--- src/rtl/uart_tx_fifo_if.sv ---
// Producer-side handshake and line/status bundle for uart_tx_fifo.
// The producer drives the write strobe and word; the transmitter drives the rest.
interface uart_tx_fifo_if #(
  parameter int DATA_BITS  = 8,
  parameter int FIFO_DEPTH = 4
);
  logic                          in_Tx_DV;
  logic [DATA_BITS-1:0]          in_Tx_Byte;
  logic                          out_Tx_Ready;
  logic [$clog2(FIFO_DEPTH):0]   out_Fifo_Count;
  logic                          out_Tx_Active;
  logic                          out_Tx_Serial;
  logic                          out_Tx_Done;

  modport master (
    output in_Tx_DV,
    output in_Tx_Byte,
    input  out_Tx_Ready,
    input  out_Fifo_Count,
    input  out_Tx_Active,
    input  out_Tx_Serial,
    input  out_Tx_Done
  );

  modport slave (
    input  in_Tx_DV,
    input  in_Tx_Byte,
    output out_Tx_Ready,
    output out_Fifo_Count,
    output out_Tx_Active,
    output out_Tx_Serial,
    output out_Tx_Done
  );
endinterface

--- src/rtl/uart_tx_fifo.sv ---
// Configurable UART transmitter (5-9 data bits, optional parity, 1-2 stop bits)
// fed by a small FIFO so queued frames leave back-to-back with no idle gap.
module uart_tx_fifo #(
  parameter int CLKS_PER_BIT = 87,
  parameter int DATA_BITS    = 8,
  parameter int PARITY_EN    = 0,
  parameter int PARITY_ODD   = 0,
  parameter int STOP_BITS    = 1,
  parameter int FIFO_DEPTH   = 4
) (
  input  logic          in_Clock,
  input  logic          in_Reset_n,
  uart_tx_fifo_if.slave tx_if
);

  localparam int AW = $clog2(FIFO_DEPTH);
  localparam int CW = $clog2(CLKS_PER_BIT);
  localparam int BW = $clog2(DATA_BITS);

  localparam logic [CW-1:0] LAST_CLK  = CW'(CLKS_PER_BIT - 1);
  localparam logic [CW-1:0] CLK_ONE   = CW'(1);
  localparam logic [BW-1:0] LAST_BIT  = BW'(DATA_BITS - 1);
  localparam logic [BW-1:0] BIT_ONE   = BW'(1);
  localparam logic [AW:0]   FULL_CNT  = (AW+1)'(FIFO_DEPTH);
  localparam logic [AW:0]   CNT_ONE   = (AW+1)'(1);
  localparam logic [AW-1:0] PTR_ONE   = AW'(1);
  localparam logic          LAST_STOP = (STOP_BITS == 2) ? 1'b1 : 1'b0;
  localparam logic          ODD_BIT   = (PARITY_ODD != 0) ? 1'b1 : 1'b0;

  typedef enum logic [2:0] {
    S_IDLE   = 3'd0,
    S_START  = 3'd1,
    S_DATA   = 3'd2,
    S_PARITY = 3'd3,
    S_STOP   = 3'd4
  } state_t;

  function automatic logic calc_parity(input logic [DATA_BITS-1:0] data);
    return (^data) ^ ODD_BIT;
  endfunction

  logic [DATA_BITS-1:0] r_mem [FIFO_DEPTH];
  logic [AW-1:0]        r_wr_ptr;
  logic [AW-1:0]        r_rd_ptr;
  logic [AW:0]          r_count;
  logic                 r_ready;

  state_t               r_state;
  logic [CW-1:0]        r_clk_cnt;
  logic [BW-1:0]        r_bit_idx;
  logic                 r_stop_idx;
  logic [DATA_BITS-1:0] r_shift;
  logic                 r_parity;
  logic                 r_serial;
  logic                 r_active;
  logic                 r_done;

  logic                 w_push;
  logic                 w_pop;
  logic                 w_have_data;
  logic                 w_bit_end;
  logic                 w_stop_end;
  logic [AW:0]          w_count_nxt;
  logic [DATA_BITS-1:0] w_head;

  // FIFO handshake decode and next-count calculation
  always_comb begin
    w_have_data = (r_count != {(AW+1){1'b0}});
    w_push      = tx_if.in_Tx_DV && r_ready;
    w_bit_end   = (r_clk_cnt == LAST_CLK);
    w_stop_end  = (r_state == S_STOP) && w_bit_end && (r_stop_idx == LAST_STOP);
    w_pop       = w_have_data && ((r_state == S_IDLE) || w_stop_end);
    w_head      = r_mem[r_rd_ptr];
    case ({w_push, w_pop})
      2'b10:   w_count_nxt = r_count + CNT_ONE;
      2'b01:   w_count_nxt = r_count - CNT_ONE;
      default: w_count_nxt = r_count;
    endcase
  end

  // FIFO storage; contents need no reset because the count gates every read
  always_ff @(posedge in_Clock) begin
    if (w_push) begin
      r_mem[r_wr_ptr] <= tx_if.in_Tx_Byte;
    end
  end

  // FIFO pointers, occupancy and registered ready
  always_ff @(posedge in_Clock or negedge in_Reset_n) begin
    if (!in_Reset_n) begin
      r_wr_ptr <= {AW{1'b0}};
      r_rd_ptr <= {AW{1'b0}};
      r_count  <= {(AW+1){1'b0}};
      r_ready  <= 1'b1;
    end else begin
      if (w_push) begin
        r_wr_ptr <= r_wr_ptr + PTR_ONE;
      end
      if (w_pop) begin
        r_rd_ptr <= r_rd_ptr + PTR_ONE;
      end
      r_count <= w_count_nxt;
      r_ready <= (w_count_nxt != FULL_CNT);
    end
  end

  // Frame sequencer; a pop (from IDLE or the end of STOP) always starts a new frame
  always_ff @(posedge in_Clock or negedge in_Reset_n) begin
    if (!in_Reset_n) begin
      r_state    <= S_IDLE;
      r_clk_cnt  <= {CW{1'b0}};
      r_bit_idx  <= {BW{1'b0}};
      r_stop_idx <= 1'b0;
      r_shift    <= {DATA_BITS{1'b0}};
      r_parity   <= 1'b0;
      r_serial   <= 1'b1;
      r_active   <= 1'b0;
      r_done     <= 1'b0;
    end else begin
      r_done <= w_stop_end;
      if (w_pop) begin
        r_state    <= S_START;
        r_clk_cnt  <= {CW{1'b0}};
        r_bit_idx  <= {BW{1'b0}};
        r_stop_idx <= 1'b0;
        r_shift    <= w_head;
        r_parity   <= calc_parity(w_head);
        r_serial   <= 1'b0;
        r_active   <= 1'b1;
      end else begin
        case (r_state)
          S_IDLE: begin
            r_clk_cnt <= {CW{1'b0}};
            r_serial  <= 1'b1;
            r_active  <= 1'b0;
          end
          S_START: begin
            if (w_bit_end) begin
              r_clk_cnt <= {CW{1'b0}};
              r_serial  <= r_shift[0];
              r_state   <= S_DATA;
            end else begin
              r_clk_cnt <= r_clk_cnt + CLK_ONE;
            end
          end
          S_DATA: begin
            if (w_bit_end) begin
              r_clk_cnt <= {CW{1'b0}};
              if (r_bit_idx == LAST_BIT) begin
                if (PARITY_EN != 0) begin
                  r_serial <= r_parity;
                  r_state  <= S_PARITY;
                end else begin
                  r_serial <= 1'b1;
                  r_state  <= S_STOP;
                end
              end else begin
                r_bit_idx <= r_bit_idx + BIT_ONE;
                r_shift   <= {1'b0, r_shift[DATA_BITS-1:1]};
                r_serial  <= r_shift[1];
              end
            end else begin
              r_clk_cnt <= r_clk_cnt + CLK_ONE;
            end
          end
          S_PARITY: begin
            if (w_bit_end) begin
              r_clk_cnt <= {CW{1'b0}};
              r_serial  <= 1'b1;
              r_state   <= S_STOP;
            end else begin
              r_clk_cnt <= r_clk_cnt + CLK_ONE;
            end
          end
          S_STOP: begin
            if (w_bit_end) begin
              r_clk_cnt <= {CW{1'b0}};
              if (r_stop_idx == LAST_STOP) begin
                r_state  <= S_IDLE;
                r_serial <= 1'b1;
                r_active <= 1'b0;
              end else begin
                r_stop_idx <= 1'b1;
              end
            end else begin
              r_clk_cnt <= r_clk_cnt + CLK_ONE;
            end
          end
          default: begin
            r_state   <= S_IDLE;
            r_clk_cnt <= {CW{1'b0}};
            r_serial  <= 1'b1;
            r_active  <= 1'b0;
          end
        endcase
      end
    end
  end

  assign tx_if.out_Tx_Ready   = r_ready;
  assign tx_if.out_Fifo_Count = r_count;
  assign tx_if.out_Tx_Active  = r_active;
  assign tx_if.out_Tx_Serial  = r_serial;
  assign tx_if.out_Tx_Done    = r_done;

endmodule

--- src/flat_wrapper.sv ---
// flat-port wrapper written by rule: the top's interface ports become plain ports
module uart_tx_fifo_flat 
#(
  parameter int CLKS_PER_BIT = 87,
  parameter int DATA_BITS    = 8,
  parameter int PARITY_EN    = 0,
  parameter int PARITY_ODD   = 0,
  parameter int STOP_BITS    = 1,
  parameter int FIFO_DEPTH   = 4
)
  (in_Clock, in_Reset_n, tx_if_in_Tx_DV, tx_if_in_Tx_Byte, tx_if_out_Tx_Ready, tx_if_out_Fifo_Count, tx_if_out_Tx_Active, tx_if_out_Tx_Serial, tx_if_out_Tx_Done);
  uart_tx_fifo_if #(.DATA_BITS(DATA_BITS), .FIFO_DEPTH(FIFO_DEPTH)) tx_if_i ();
  input  logic in_Clock;
  input  logic in_Reset_n;
  input wire logic [$bits(tx_if_i.in_Tx_DV)-1:0] tx_if_in_Tx_DV;
  input wire logic [$bits(tx_if_i.in_Tx_Byte)-1:0] tx_if_in_Tx_Byte;
  output wire logic [$bits(tx_if_i.out_Tx_Ready)-1:0] tx_if_out_Tx_Ready;
  output wire logic [$bits(tx_if_i.out_Fifo_Count)-1:0] tx_if_out_Fifo_Count;
  output wire logic [$bits(tx_if_i.out_Tx_Active)-1:0] tx_if_out_Tx_Active;
  output wire logic [$bits(tx_if_i.out_Tx_Serial)-1:0] tx_if_out_Tx_Serial;
  output wire logic [$bits(tx_if_i.out_Tx_Done)-1:0] tx_if_out_Tx_Done;
  assign tx_if_i.in_Tx_DV = tx_if_in_Tx_DV;
  assign tx_if_i.in_Tx_Byte = tx_if_in_Tx_Byte;
  assign tx_if_out_Tx_Ready = tx_if_i.out_Tx_Ready;
  assign tx_if_out_Fifo_Count = tx_if_i.out_Fifo_Count;
  assign tx_if_out_Tx_Active = tx_if_i.out_Tx_Active;
  assign tx_if_out_Tx_Serial = tx_if_i.out_Tx_Serial;
  assign tx_if_out_Tx_Done = tx_if_i.out_Tx_Done;
  uart_tx_fifo #(.CLKS_PER_BIT(CLKS_PER_BIT), .DATA_BITS(DATA_BITS), .PARITY_EN(PARITY_EN), .PARITY_ODD(PARITY_ODD), .STOP_BITS(STOP_BITS), .FIFO_DEPTH(FIFO_DEPTH)) u_core (.in_Clock(in_Clock), .in_Reset_n(in_Reset_n), .tx_if(tx_if_i));
endmodule
--- config.mk ---
export PLATFORM = sky130hd
export DESIGN_NAME = uart_tx_fifo_flat
export DESIGN_NICKNAME = d
export VERILOG_FILES = /design/src/rtl/uart_tx_fifo_if.sv /design/src/rtl/uart_tx_fifo.sv /design/src/flat_wrapper.sv
export SDC_FILE = /design/constraint.sdc
export NUM_CORES = 1
export LEC_CHECK = 0
export CAP_MARGIN = 5
export CORE_ASPECT_RATIO = 1.1
export CORE_MARGIN = 8
export CORE_UTILIZATION = 45
export CTS_CLUSTER_SIZE = 8
export DETAILED_ROUTE_END_ITERATION = 8
export PLACE_DENSITY = 0.67
export SETUP_SLACK_MARGIN = 0.5
export SYNTH_ARGS = -nofsm -noshare
export SYNTH_HDL_FRONTEND = slang
export SYNTH_SLANG_ARGS = --single-unit
--- constraint.sdc ---
create_clock -name in_Clock -period 4.6 [get_ports in_Clock]
set_input_delay 0.92 -clock in_Clock [delete_from_list [all_inputs] [get_ports in_Clock]]
set_output_delay 0.92 -clock in_Clock [all_outputs]
set_load 0.03 [all_outputs]
# Word level (Yosys, flattened, before mapping)

Memories as Yosys holds them, arrays and structs flattened.
Index checks and enable logic that the tools add are counted.

Bits of input ports: 11
Register bits after elaboration: 33
Word-level logic and storage cells: 93
Bits in writable memories: 32
Memories: 1

Add/sub/neg operators: 6
Bitwise gates (word level): 1
Eq/ne operators: 18
Reductions and logical operators: 17
Multiplexer cells: 38

Memory list:

| name         | words | width | rd ports | clocked after memory_dff | wr ports | RTL line           | source |
|---|---|---|---|---|---|---|---|
| u_core.r_mem | 4     | 8     | 1        | 0                        | 1        | uart_tx_fifo.sv:42 | `logic [DATA_BITS-1:0] r_mem [FIFO_DEPTH];` |

Operator list:

| operator                                                               | count |
|---|---|
| 3-bit two-way mux                                                      | 11 |
| 8-bit two-way mux                                                      | 4 |
| 7-bit two-way mux                                                      | 3 |
| 1-bit two-way mux                                                      | 16 |
| 3-bit by 1-bit != test with 1-bit output (second input constant)       | 5 |
| 3-bit one-hot mux with 5 select lines                                  | 1 |
| 7-bit by 1-bit adder with 7-bit output (second input constant)         | 1 |
| 7-bit equality test (second input constant)                            | 1 |
| 7-bit AND reduction                                                    | 1 |
| 3-bit by 1-bit adder with 3-bit output (second input constant)         | 2 |
| 3-bit by 2-bit equality test with 1-bit output (second input constant) | 2 |
| 3-bit equality test (second input constant)                            | 2 |
| 2-bit by 1-bit != test with 1-bit output (second input constant)       | 3 |
| 3-bit != test (second input constant)                                  | 2 |
| 3-bit one-hot mux with 2 select lines                                  | 1 |
| 3-bit AND reduction                                                    | 2 |
| 2-bit nonzero test                                                     | 3 |
| 5-bit AND reduction                                                    | 1 |
| 2-bit by 1-bit adder with 2-bit output (second input constant)         | 2 |
| 1-bit logical AND                                                      | 4 |
| 1-bit one-hot mux with 4 select lines                                  | 1 |
| 4-bit OR reduction                                                     | 1 |
| 3-bit by 1-bit equality test with 1-bit output (second input constant) | 1 |
| 3-bit logical NOT                                                      | 1 |
| 9 further kinds                                                        | 9 |

# Longest topological paths before layout

Depth after elaboration: 8
Gate-level depth with buffers: 12
Mapped depth without buffers: 12

# Worst setup path after synthesis

Ideal clock, no wire load.

Path kind: register to register
Start: register u_core.r_state[1]
End: register u_core.r_ready (netlist: u_core.tx_if.out_Tx_Ready)
Setup time: 82 ps
Path buffers: 1
Data arrival time: 2290 ps
Stages on the path, launching flop included: 12
Path slack: 2228 ps
Data required time: 4518 ps
Clock period less this slack: 2372 ps
Cell sequence: dfrtp_1 > or2_1 > buf_6 > or2_1 > nor2_1 > ha_1 > inv_1 > fa_1 > xor2_1 > nor2_1 > xor2_1 > nand2_1

Cells in the longest elaborated chain, start to end: 8
Elaborated cells between the ends (all ways): 10
Classes of those cells: 4 x eq/ne; 1 x mux; 5 x reduce/logical

Ends and longest elaborated chain:

| item                                                                                         | RTL line            | source |
|---|---|---|
| start: declaration                                                                           | uart_tx_fifo.sv:48  | `state_t r_state;` |
| start signal: assignment                                                                     | uart_tx_fifo.sv:110 | `r_state <= S_IDLE;` |
| start signal: assignment                                                                     | uart_tx_fifo.sv:122 | `r_state <= S_START;` |
| start signal: assignment                                                                     | uart_tx_fifo.sv:141 | `r_state <= S_DATA;` |
| 3-bit equality test                                                                          | uart_tx_fifo.sv:71  | `w_stop_end = (r_state == S_STOP) && w_bit_end && (r_stop_idx == LAST_STOP);` |
| 1-bit logical AND (2 in series)                                                              | uart_tx_fifo.sv:71  |  |
| 1-bit logical OR (*)                                                                         | uart_tx_fifo.sv:72  | `w_pop = w_have_data && ((r_state == S_IDLE) \|\| w_stop_end);` |
| 1-bit logical AND (*)                                                                        | uart_tx_fifo.sv:72  |  |
| via u_core.w_pop                                                                             | uart_tx_fifo.sv:59  | `logic w_pop;` |
| 2-bit by 1-bit equality test with 1-bit output / 2-bit equality test (equally long branches) | uart_tx_fifo.sv:74  | `case ({w_push, w_pop})` |
| 3-bit one-hot mux with 2 select lines (*)                                                    | uart_tx_fifo.sv:74  |  |
| via u_core.w_count_nxt[2]                                                                    | uart_tx_fifo.sv:63  | `logic [AW:0] w_count_nxt;` |
| 3-bit != test (*)                                                                            | uart_tx_fifo.sv:103 | `r_ready <= (w_count_nxt != FULL_CNT);` |
| end signal: assignment                                                                       | uart_tx_fifo.sv:103 |  |
| end: declaration                                                                             | uart_tx_fifo.sv:46  | `logic r_ready;` |

Mark *: on every way through the listed nets, which the timed path passes. The rest lies on a longest branch.
A chain may end at the register's enable or synchronous reset.

# Worst setup path in the final report

Ends and elaborated chain as after synthesis.

==> impl_results.md <==
- Outcome: finished clean
- CP Cell Sequence: or2_1 > or2_1 > nor2_1 > ha_1 > inv_1 > fa_1 > xor2_1 > nor2_1 > xor2_1 > nand2_1
- Drt drc: 0
- Final Net Count: 249
- Post-synthesis sequential area ratio: 61.4%
- Starting density of the core: 46.4%
- Crit path required time: 4.87 ns
- Post-CTS Repair Setup Buffers: 0
- # diodes: 0
- Yosys synthesis warning count: 0
- Synthesized instance count: 208
- Most common cell after layout, fill and taps aside: edfxtp_1
- Clk sink count: 64
- Worst r2r src: u_core.r_state[1]
- Synthesized flop and latch total: 64
- Final min period: 2.70 ns
- Period utilization: between 50% and 60%
- Worst Hold Launch: u_core.tx_if.out_Tx_Serial
- GPL Wtd Cong: 0.740
- Top cells by area, synth: edfxtp_1, dfrtp_1, mux4_2
- Number of library cell types mapped by synthesis: 42
- Setup TNS: 0 ns
- First-pass GRT wire length: a little over 8000 um
- Largest area contributor in the netlist: edfxtp_1
- Post-synth ARST share: 50.0%
- Max rail drop VDD: 0.274 mV
- Cts hold-fix bufs: 0
- Crit-path max cell delay: ~0.45 ns
- Hold Crit Class: reg -> reg
- Clk_skew: 0.00945 ns
- Area share of the largest cell type after synthesis: roughly 33%
- Chip Width: roughly 92 um
- Type of origin of the critical path: register
- Final Setup Violations: 0
- Largest delay share family, worst path: simple AND/OR/NAND/NOR gates
- Most frequent cells in the layout: edfxtp_1, dfrtp_1, clkdlybuf4s50_1
- Leak: 1.25 nW
- CP Max Fanout: 11
- Critical path buffers and inverters: 1
- Mapped cell area: 2880 um2
- Worst-path clk slew: 0.08 ns
- Row cnt: 30
- Slew margin rel.: between 30 and 40%
- Initial antenna violation count: 0
- P&R area growth vs syn: 15.1%
- Syn_area_per_cell: around 14 um2
- Congestion Overflow GR: 0
- Clock tree buffer depth: 2
- Arr. time, crit path: approximately 3 ns
- Critical path type: reg -> reg
- Die Y: around 100 um
- Drt pass-1 iters: 4
- Top FF cell, synth: edfxtp_1
- Largest net degree at the start of global routing: 22
- Endpoint class of the critical path: register
- Syn nets: 229
- Initial DRC Count: 135
- Detailed Route WL: 4740 um
- Worst hold slack: 0.471 ns
- Final Util: 53.4%
- Drt wl/cell: ~15 um
- Worst setup path start: u_core.r_state[1]
- Core region area: 6190 um2
- Post-CTS Resized: 0
- Power, Total: 1.46 mW
- Peak Freq: 0.370 GHz
- Post-synth EDFFs: 32
- GRT Total Usage: 11.6%
- Reg2reg setup slack: 1.90 ns
- Post-DP HPWL: 3330 um
- Routed vias: 1,649
- Hold Vio Cnt, Final: 0
- Max Cap Viol: 0
- Antenna Nets Post-Route: 0
- CTS tree: done
- Number of global-route vias before repair: 1,686
- Num CTS Buffers: 9
- Max-slew violation count: 0
- Die area: 9210 um2
- Layout cell share with drive strength beyond 1: 13.3%
- CTS Root Cell: clkbuf_8
- IO Port Bufs: 17
- Crit-path slowest cell: dfrtp_1
- PD cells: about 440 nW/um2
- H-Tree Depth: 3
- Clk_lat worst skew: 0.34 ns
- Vias per cell: 5.27
- Worst Tran Pin Value: between 0.9 and 1 ns
- # IOs: 18
- RSZ-0062 raised after global routing: no
## final timing paths
check / end / cells after the start
hold / removal: u_core.tx_if.out_Tx_Serial / 2
setup / recovery: u_core.tx_if.out_Tx_Ready / 10
hold reg to reg: u_core.tx_if.out_Tx_Serial / 2
max in group asynchronous: u_core.tx_if.out_Tx_Serial / 2
min in group asynchronous: u_core.r_clk_cnt[3] / 1
setup reg to reg: u_core.tx_if.out_Tx_Ready / 10
## flip-flops by register name, indices dropped and copies added (netlist names)
signal	flops
u_core.r_clk_cnt	7
u_core.r_shift	8
u_core.tx_if.out_Tx_Active	1
u_core.r_mem	32
u_core.tx_if.out_Tx_Ready	1
u_core.r_bit_idx	3
u_core.r_state	3
u_core.r_rd_ptr	2
u_core.tx_if.out_Tx_Done	1
u_core.tx_if.out_Tx_Serial	1
u_core.r_wr_ptr	2
u_core.tx_if.out_Fifo_Count	3
## through the flow
step           std cells  instance area, um2  setup slack, ns
3_5_place_dp         297                3100             1.83
5_1_grt              313                3310             1.69
3_3_place_gp         297                3100             1.89
2_1_floorplan        208                2880             2.23
4_1_cts              313                3310             1.89
6_report             313                3310             1.90
## power by group
part / internal (mW) / switching [mW]
Clock: 0.264 / 0.222
Combinational: 0.0989 / 0.139
Sequential: 0.688 / 0.0437
## cell usage after synthesis (all sizes together), types with 3 or more instances
cell type and instances:
ha 9, mux2i 4, a31oi 8, nand2 5, a21oi 4, and3 4, clkbuf 4, or2 3
nand3 10, o21ai 12, inv 12, xnor2 7, a211oi 7, nor2 16, xor2 5, mux4 8
edfxtp 32, dfrtp 30, buf 5
## cell type report
cell class / count / area (um2)
Sequential cell: 64 / 1760
Clock inverter: 4 / 33.8
Multi-Input combinational cell: 123 / 1010
Fill cell: 521 / 2880
Inverter: 12 / 45.0
Timing Repair Buffer: 18 / 178
Clock buffer: 12 / 178
Tap cell: 80 / 100
## tightest hold or removal path, cell delays in order, from the launching register on
cell	delay (ns)
dfstp_2	0.37
inv_1	0.04
mux2i_1	0.06
## routing by layer
layer | global-route usage (%) | routed length, um
met5 | 0 | 0
met4 | 4.59 | 31
met3 | 4.48 | 166
met2 | 17.2 | 2220
met1 | 15.0 | 2330
## logic make-up (layout without fill, tap and decap cells)
group           after synthesis  in the layout  synth area share (%)
xor+xnor                     12             12                  3.66
buf+inv                      21             46                  3.48
flops                        64             64                  61.4
compound gates               38             38                  8.75
fa+ha+maj                    10             10                  4.61
simple gates                 49             49                  9.70
mux                          14             14                  8.44
Note: power is estimated with default switching activity, not from simulation.
